File: config.mk
export PLATFORM = sky130hd
export DESIGN_NAME = wshb_pattern_slave_flat
export DESIGN_NICKNAME = d
export VERILOG_FILES = /design/src/rtl/wshb_pattern_slave_if.sv /design/src/rtl/wshb_pattern_slave.sv /design/src/flat_wrapper.sv
export SDC_FILE = /design/constraint.sdc
export NUM_CORES = 1
export LEC_CHECK = 0
export CAP_MARGIN = 10
export CORE_MARGIN = 5
export CORE_UTILIZATION = 50
export CTS_BUF_LIST = sky130_fd_sc_hd__clkbuf_4 sky130_fd_sc_hd__clkbuf_8
export DETAILED_ROUTE_END_ITERATION = 10
export GPL_TIMING_DRIVEN = 1
export PLACE_DENSITY = 0.71
export SYNTH_ARGS = -nofsm -noshare
export SYNTH_HDL_FRONTEND = slang
export SYNTH_SLANG_ARGS = --single-unit
File: constraint.sdc
create_clock -name clk -period 10.51 [get_ports clk]
set_clock_uncertainty 0.2 [all_clocks]
set_input_delay 2.102 -clock clk [delete_from_list [all_inputs] [get_ports clk]]
set_output_delay 2.102 -clock clk [all_outputs]
set_load 0.01 [all_outputs]
File: src/rtl/wshb_pattern_slave_if.sv
// Wishbone classic bus between the display controller (master) and a frame
// source (slave).
interface wshb_pattern_slave_if;
  logic        cyc;
  logic        stb;
  logic        we;
  logic [31:0] adr;
  logic [3:0]  sel;
  logic [31:0] dat_ms;
  logic [31:0] dat_sm;
  logic        ack;

  modport master (output cyc, stb, we, adr, sel, dat_ms, input dat_sm, ack);
  modport slave  (input cyc, stb, we, adr, sel, dat_ms, output dat_sm, ack);
endinterface

File: src/rtl/wshb_pattern_slave.sv
// Wishbone classic slave that synthesises framebuffer pixels from the address
// using a selectable test pattern, plus MODE/COLOR control registers.
module wshb_pattern_slave #(
  parameter int HDISP       = 800,
  parameter int VDISP       = 480,
  parameter int WAIT_STATES = 2
) (
  input  logic                  clk,
  input  logic                  rst,
  wshb_pattern_slave_if.slave   wshb
);

  localparam logic [29:0] NPIX      = 30'(HDISP * VDISP);
  localparam logic [29:0] HLEN      = 30'(HDISP);
  localparam logic [15:0] XLAST     = 16'(HDISP - 1);
  localparam logic [3:0]  WLAST     = 4'(WAIT_STATES - 1);
  localparam logic [31:0] MODE_ADR  = 32'h8000_0000;
  localparam logic [31:0] COLOR_ADR = 32'h8000_0004;

  typedef enum logic [2:0] {IDLE, SEEK, WAIT, ACK, GAP} state_t;

  state_t      state;
  logic [31:0] req_adr;
  logic        req_we;
  logic [2:0]  req_sel;
  logic [23:0] req_dat;
  logic [1:0]  mode;
  logic [23:0] color;
  logic        tr_valid;
  logic [29:0] tr_idx;
  logic [15:0] tr_x, tr_y;
  logic [29:0] rem;
  logic [15:0] seek_y;
  logic [3:0]  wait_cnt;

  logic [29:0] bus_idx;
  logic        bus_frame_rd, bus_oor_rd, hit_reuse, hit_adv;
  logic [15:0] adv_x, adv_y, hit_x, hit_y;
  logic        unused_bits;

  function automatic logic [31:0] respond(input logic [31:0] adr, input logic [7:0] x,
                                          input logic [7:0] y, input logic [1:0] m,
                                          input logic [23:0] c);
    logic [29:0] idx;
    logic [31:0] r;
    idx = adr[31:2];
    r   = '0;
    if (adr[31]) begin
      if (adr == MODE_ADR)       r = {30'b0, m};
      else if (adr == COLOR_ADR) r = {8'b0, c};
    end else if (idx < NPIX) begin
      case (m)
        2'd0:    r = {8'h00, c};
        2'd1:    r = {8'h00, x, y, 8'h80};
        2'd2:    r = (x[4] ^ y[4]) ? 32'h00FF_FFFF : 32'h0;
        default: r = {8'h00, idx[23:0]};
      endcase
    end
    return r;
  endfunction

  always_comb begin
    bus_idx      = wshb.adr[31:2];
    bus_frame_rd = !wshb.adr[31] && !wshb.we && (bus_idx < NPIX);
    bus_oor_rd   = !wshb.adr[31] && !wshb.we && (bus_idx >= NPIX);
    hit_reuse    = tr_valid && (bus_idx == tr_idx);
    hit_adv      = tr_valid && (bus_idx == tr_idx + 30'd1);
    // Sequential scan-out advances x and wraps to the next line at HDISP.
    adv_x = (tr_x == XLAST) ? 16'd0 : tr_x + 16'd1;
    adv_y = (tr_x == XLAST) ? tr_y + 16'd1 : tr_y;
    hit_x = hit_adv ? adv_x : tr_x;
    hit_y = hit_adv ? adv_y : tr_y;
    unused_bits = ^{wshb.dat_ms[31:24], wshb.sel[3]};
  end

  // NOTE: sequential state uses non-blocking assignments only, so every
  // register in this block sees the pre-edge values of its peers.
  always_ff @(posedge clk) begin
    if (rst) begin
      // NOTE: every register is reset here; there is no memory array whose
      // reset would be costly, and a clean restart simplifies bring-up.
      state     <= IDLE;
      wshb.ack  <= 1'b0;
      wshb.dat_sm <= '0;
      mode      <= '0;
      color     <= '0;
      tr_valid  <= 1'b0;
      tr_idx    <= '0;
      tr_x      <= '0;
      tr_y      <= '0;
      rem       <= '0;
      seek_y    <= '0;
      wait_cnt  <= '0;
      req_adr   <= '0;
      req_we    <= 1'b0;
      req_sel   <= '0;
      req_dat   <= '0;
    end else begin
      wshb.ack <= 1'b0;
      case (state)
        IDLE: begin
          if (wshb.cyc && wshb.stb) begin
            req_adr <= wshb.adr;
            req_we  <= wshb.we;
            req_sel <= wshb.sel[2:0];
            req_dat <= wshb.dat_ms[23:0];
            if (bus_frame_rd && !(hit_reuse || hit_adv)) begin
              rem      <= bus_idx;
              seek_y   <= '0;
              tr_valid <= 1'b0;
              state    <= SEEK;
            end else begin
              if (bus_frame_rd && hit_adv) begin
                tr_idx <= bus_idx;
                tr_x   <= adv_x;
                tr_y   <= adv_y;
              end
              if (bus_oor_rd) tr_valid <= 1'b0;
              if (WAIT_STATES == 0) begin
                wshb.ack    <= 1'b1;
                wshb.dat_sm <= respond(wshb.adr, hit_x[7:0], hit_y[7:0], mode, color);
                state       <= ACK;
              end else begin
                wait_cnt <= '0;
                state    <= WAIT;
              end
            end
          end
        end
        SEEK: begin
          if (!wshb.cyc) begin
            state <= IDLE;
          end else if (rem >= HLEN) begin
            rem    <= rem - HLEN;
            seek_y <= seek_y + 16'd1;
          end else begin
            tr_valid <= 1'b1;
            tr_idx   <= req_adr[31:2];
            tr_x     <= rem[15:0];
            tr_y     <= seek_y;
            if (WAIT_STATES == 0) begin
              wshb.ack    <= 1'b1;
              wshb.dat_sm <= respond(req_adr, rem[7:0], seek_y[7:0], mode, color);
              state       <= ACK;
            end else begin
              wait_cnt <= '0;
              state    <= WAIT;
            end
          end
        end
        WAIT: begin
          if (!wshb.cyc) begin
            state <= IDLE;
          end else if (wait_cnt == WLAST) begin
            wshb.ack    <= 1'b1;
            wshb.dat_sm <= respond(req_adr, tr_x[7:0], tr_y[7:0], mode, color);
            state       <= ACK;
          end else begin
            wait_cnt <= wait_cnt + 4'd1;
          end
        end
        ACK: begin
          if (req_we && req_adr == MODE_ADR && req_sel[0]) mode <= req_dat[1:0];
          if (req_we && req_adr == COLOR_ADR) begin
            for (int i = 0; i < 3; i++)
              if (req_sel[i]) color[8*i +: 8] <= req_dat[8*i +: 8];
          end
          state <= GAP;
        end
        default: state <= IDLE;
      endcase
    end
  end

endmodule

File: src/flat_wrapper.sv
// flat-port wrapper written by rule: the top's interface ports become plain ports
module wshb_pattern_slave_flat 
#(
  parameter int HDISP       = 800,
  parameter int VDISP       = 480,
  parameter int WAIT_STATES = 2
)
  (clk, rst, wshb_cyc, wshb_stb, wshb_we, wshb_adr, wshb_sel, wshb_dat_ms, wshb_dat_sm, wshb_ack);
  wshb_pattern_slave_if wshb_i ();
  input  logic clk;
  input  logic rst;
  input wire logic [$bits(wshb_i.cyc)-1:0] wshb_cyc;
  input wire logic [$bits(wshb_i.stb)-1:0] wshb_stb;
  input wire logic [$bits(wshb_i.we)-1:0] wshb_we;
  input wire logic [$bits(wshb_i.adr)-1:0] wshb_adr;
  input wire logic [$bits(wshb_i.sel)-1:0] wshb_sel;
  input wire logic [$bits(wshb_i.dat_ms)-1:0] wshb_dat_ms;
  output wire logic [$bits(wshb_i.dat_sm)-1:0] wshb_dat_sm;
  output wire logic [$bits(wshb_i.ack)-1:0] wshb_ack;
  assign wshb_i.cyc = wshb_cyc;
  assign wshb_i.stb = wshb_stb;
  assign wshb_i.we = wshb_we;
  assign wshb_i.adr = wshb_adr;
  assign wshb_i.sel = wshb_sel;
  assign wshb_i.dat_ms = wshb_dat_ms;
  assign wshb_dat_sm = wshb_i.dat_sm;
  assign wshb_ack = wshb_i.ack;
  wshb_pattern_slave #(.HDISP(HDISP), .VDISP(VDISP), .WAIT_STATES(WAIT_STATES)) u_core (.clk(clk), .rst(rst), .wshb(wshb_i));
endmodule
==> metrics list <==
* Outcome: finished, final reports clean
- Post-CTS repair changed the size of 0 cells.
- Across all setup checks in the final design, the least slack found is 4508 ps.
- The worst setup path is of the in2reg kind.
- Met3 GRT Util: 0.05151
- Total count of hold-check failures in the final report: 0
* Combinational cell fraction of total power: 0.091
- Later-pin clock latency in the skew report: 550 ps
* Static leakage power: approximately 4.2 nW
- The floorplan step set the die width to ~160 um.
- Tightest Pin Transition: between 1000 and 1500 ps
* Detailed-route vias per instance: just over 6
- The longest clock path from root to sink contains 3 buffers.
- CTS tree: done
- In this run, synthesis inferred 0 flip-flops with an integrated enable.
- Number of I/O port buffers: just under 90
- In the layout the commonest cells are nand2_1, dfxtp_1, a21oi_1, nor2_1, clkdlybuf4s50_1.
- Setup violations, final: 0
* Synth Area per Inst: 7.606 um^2
- The number of antenna violations at the first check in global routing is 0.
- First-pass GRT wire length: around 56000 um
* Die area: 0.02625 mm^2
- In this run the tightest slew margin relative to its limit is 0.3217.
- The largest individual stage delay along the critical path comes from the cell clkdlybuf4s50_1.
- For this run, the top clock speed supported by timing is roughly 170 MHz.
- Dividing the detail-routed wire length by the instance count gives around 19 um.
- In this design, the stage delay of the slowest critical-path cell is 640 ps.
- 0 antenna diodes ended up in the layout.
* Sink Count: 211
- In the finished design, the share of the clock period the worst path needs comes to 0.5711.
* Placement row count: between 50 and 60
- For this run, asynchronously set or reset flops after synthesis account for 0.
* Maximum capacitance violations: 0
- The max-slew violation count is 0.
- The analysis attributes to net switching a power of between 400 and 500 uW.
- Pwr dens: approximately 140 mW/mm^2
- Via count of the first global-routing pass: 10382
* Clk Tree Root Cell: clkbuf_8
- The total overflow left after global routing is 0.
* Cell-internal power: ~1.3 mW
- The count of nets left with antenna violations once routing finished came out at 0.
- RSZ-0062 raised after global routing: no
* Hold_buf cts: 0
* Number of register bits inferred by synthesis: between 200 and 250
- Detailed-placement wirelength estimate: between 20000 and 25000 um
- Hold WC Path Type: reg2reg
- Clock buffers created by TritonCTS: 38
* Vias post-DR: ~11000
- Peak supply drop: 0.07271 mV
- The worst setup path is launched from an input pin.
- Capturing element type of the critical path: register
* Initial detailed-routing violation count: around 1200
* Number of I/O pins: ~110
- Clock network fraction of total power: 0.443
* Number of detailed-routing iterations run before antenna repair: 5
* Most congested layer reported by global routing: met2
* Net switching share of the total power: 0.2605
* Starting density of the core: 0.5088
* Area of the mapped netlist: 0.01155 mm^2
* Global Route met1 Usage: 0.3771
- Of the cells placed in the final design, the portion with a size suffix greater than 1 is 0.07476.
- Post-route DRC violation count: 0
- Max FO, Critical Path: 41
- The library cell used most frequently in the layout, excluding fill and tap cells, is nand2_1.
- Final WL: around 35000 um
* Share of the yosys chip area belonging to registers: 0.3656
- The cell count after synthesis came out at 1519.
- Critical path arrival: approximately 6200 ps
* Sum of negative setup slack: 0 ps
- Critical path, cell by cell: clkdlybuf4s50_1 -> xor2_1 -> o31ai_1 -> or4_1 -> a22o_1 -> a2111oi_4 -> nand4_1 -> nand2_1 -> buf_4 -> mux2i_1 -> nor2_1
- In the synthesized netlist the dominant register cell turns out to be dfxtp_1.
- Weighted congestion reported at the end of routability-driven placement: just over 0.9
* Final layout net count: approximately 1600
- Compared with the post-synthesis result, the final layout area differs by 13.50%.
- The Yosys step of the flow raised 0 warnings.
- CTS built an H-tree with a depth of 2.
- For this run, the number of standard cells in the final layout without fillers is roughly 1900.
- Reg power frac: 0.466
- STA puts the critical path data required time at 10710 ps.
* Post-Place Setup Slack: 4012 ps
- Clock period minus final worst setup slack: ~6000 ps
- The synthesized netlist contains slightly below 80 unique library cells.
- Global router's overall resource usage: 0.2610
- Placed insts: between 1500 and 2000
- Y dimension of the die: 162.0 um
- The total area inside the core boundary comes to between 0.02 and 0.025 mm^2.
* Pin count of the biggest net entering global routing: roughly 110
* Routing usage on met2: 0.3910
- CTS clk-pin slew, worst paths: 60 ps
* Setup Buffers After CTS: 0
[worst max-delay path: cells and delay by family]
kind	cells	cell delay [ps]
compound gates	3	890
xor+xnor	1	380
buf+inv	2	1100
mux	1	250
simple gates	4	1450
[state kept, by name, summed over array words and instances, names as in the netlist, 4 cells and up]
signal	cells
u_core.tr_y	8
u_core.color	24
u_core.wait_cnt	4
u_core.req_adr	32
u_core.wshb.dat_sm	24
u_core.tr_idx	30
u_core.tr_x	16
u_core.rem	30
u_core.req_dat	24
u_core.seek_y	8
[power groups by stage]
stage / Clock [mW] / Sequential [mW] / Combinational (mW)
2_1_floorplan: 0 / 0.842 / 0.101
3_3_place_gp: 0 / 0.849 / 0.159
3_5_place_dp: 0 / 0.850 / 0.160
4_1_cts: 0.806 / 0.832 / 0.161
5_1_grt: 0.848 / 0.834 / 0.178
6_report: 0.793 / 0.833 / 0.163
[Yosys cell counts (8+ instances only)]
cell	count	area, um^2
a22oi_1	18	135.1
a21oi_1	185	925.9
o211ai_1	14	105.1
nand3_1	50	250.2
a311oi_2	24	360.4
and2_1	21	131.4
inv_1	18	67.56
nand4_1	18	112.6
xnor2_1	28	245.2
o21ai_0	65	325.3
o32ai_1	8	70.07
or3_1	8	50.05
nor2_1	126	473.0
a221oi_1	17	148.9
nor3_1	27	135.1
nand2_1	291	1092
buf_4	14	105.1
xor2_1	16	140.1
nor4_1	20	125.1
nor2b_1	12	75.07
and3_1	16	100.1
mux2i_1	11	110.1
buf_2	11	55.05
clkbuf_1	84	315.3
a211oi_1	41	307.8
dfxtp_1	211	4224
nand2b_1	10	62.56
a21o_1	12	90.09
o22ai_1	14	87.58
[routing by layer]
layer,vias to the layer above,share of wire
met2,433,0.44
li1,5519,-
met3,67,0.085
met5,-,0
met4,0,0.031
met1,5373,0.45
[metrics by stage]
step,util,hold slack (ps),area [um^2],total power [mW]
finish,0.5775,257.4,13110,1.789
global route,0.5775,274.0,13110,1.859
CTS,0.5775,256.5,13110,1.800
detailed placement,0.5433,247.8,12340,1.010
global placement,0.5433,245.6,12340,1.009
floorplan,-,236.5,11580,0.9429
[final cells by class]
class / instances / area, um^2
Timing Repair Buffer: 97 / 949.7
Clock inverter: 5 / 33.78
Fill cell: 2169 / 9595
Sequential cell: 211 / 4224
Tap cell: 285 / 356.6
Multi-Input combinational cell: 1174 / 6735
Inverter: 19 / 71.32
Clock buffer: 59 / 743.2
[path summary, 6_finish.rpt]
path / end / start / cells after the start / slack (ps)
worst min-delay path: u_core.req_dat[12]$_SDFFE_PP0P_ / u_core.req_dat[12]$_SDFFE_PP0P_ / 2 / 260
worst max-delay path: u_core.rem[6]$_SDFFE_PP0P_ / wshb_adr[31] / 11 / 4510
worst min register to register: u_core.req_dat[12]$_SDFFE_PP0P_ / u_core.req_dat[12]$_SDFFE_PP0P_ / 2 / 260
worst max register to register: u_core.tr_x[3]$_SDFFE_PP0P_ / u_core.state[0]$_SDFFE_PP0P_ / 7 / 5840
[cells by family after synthesis]
kind of cell,share of synthesized area
other,0.0003246
buffers and inverters,0.05620
AND/OR/NAND/NOR,0.2523
flip-flops,0.3656
AO/OA/AOI/OAI,0.2720
XOR/XNOR,0.03541
adder cells (fa/ha/maj),0.007580
multiplexers,0.01050
Power figures use the tool's default switching activity.
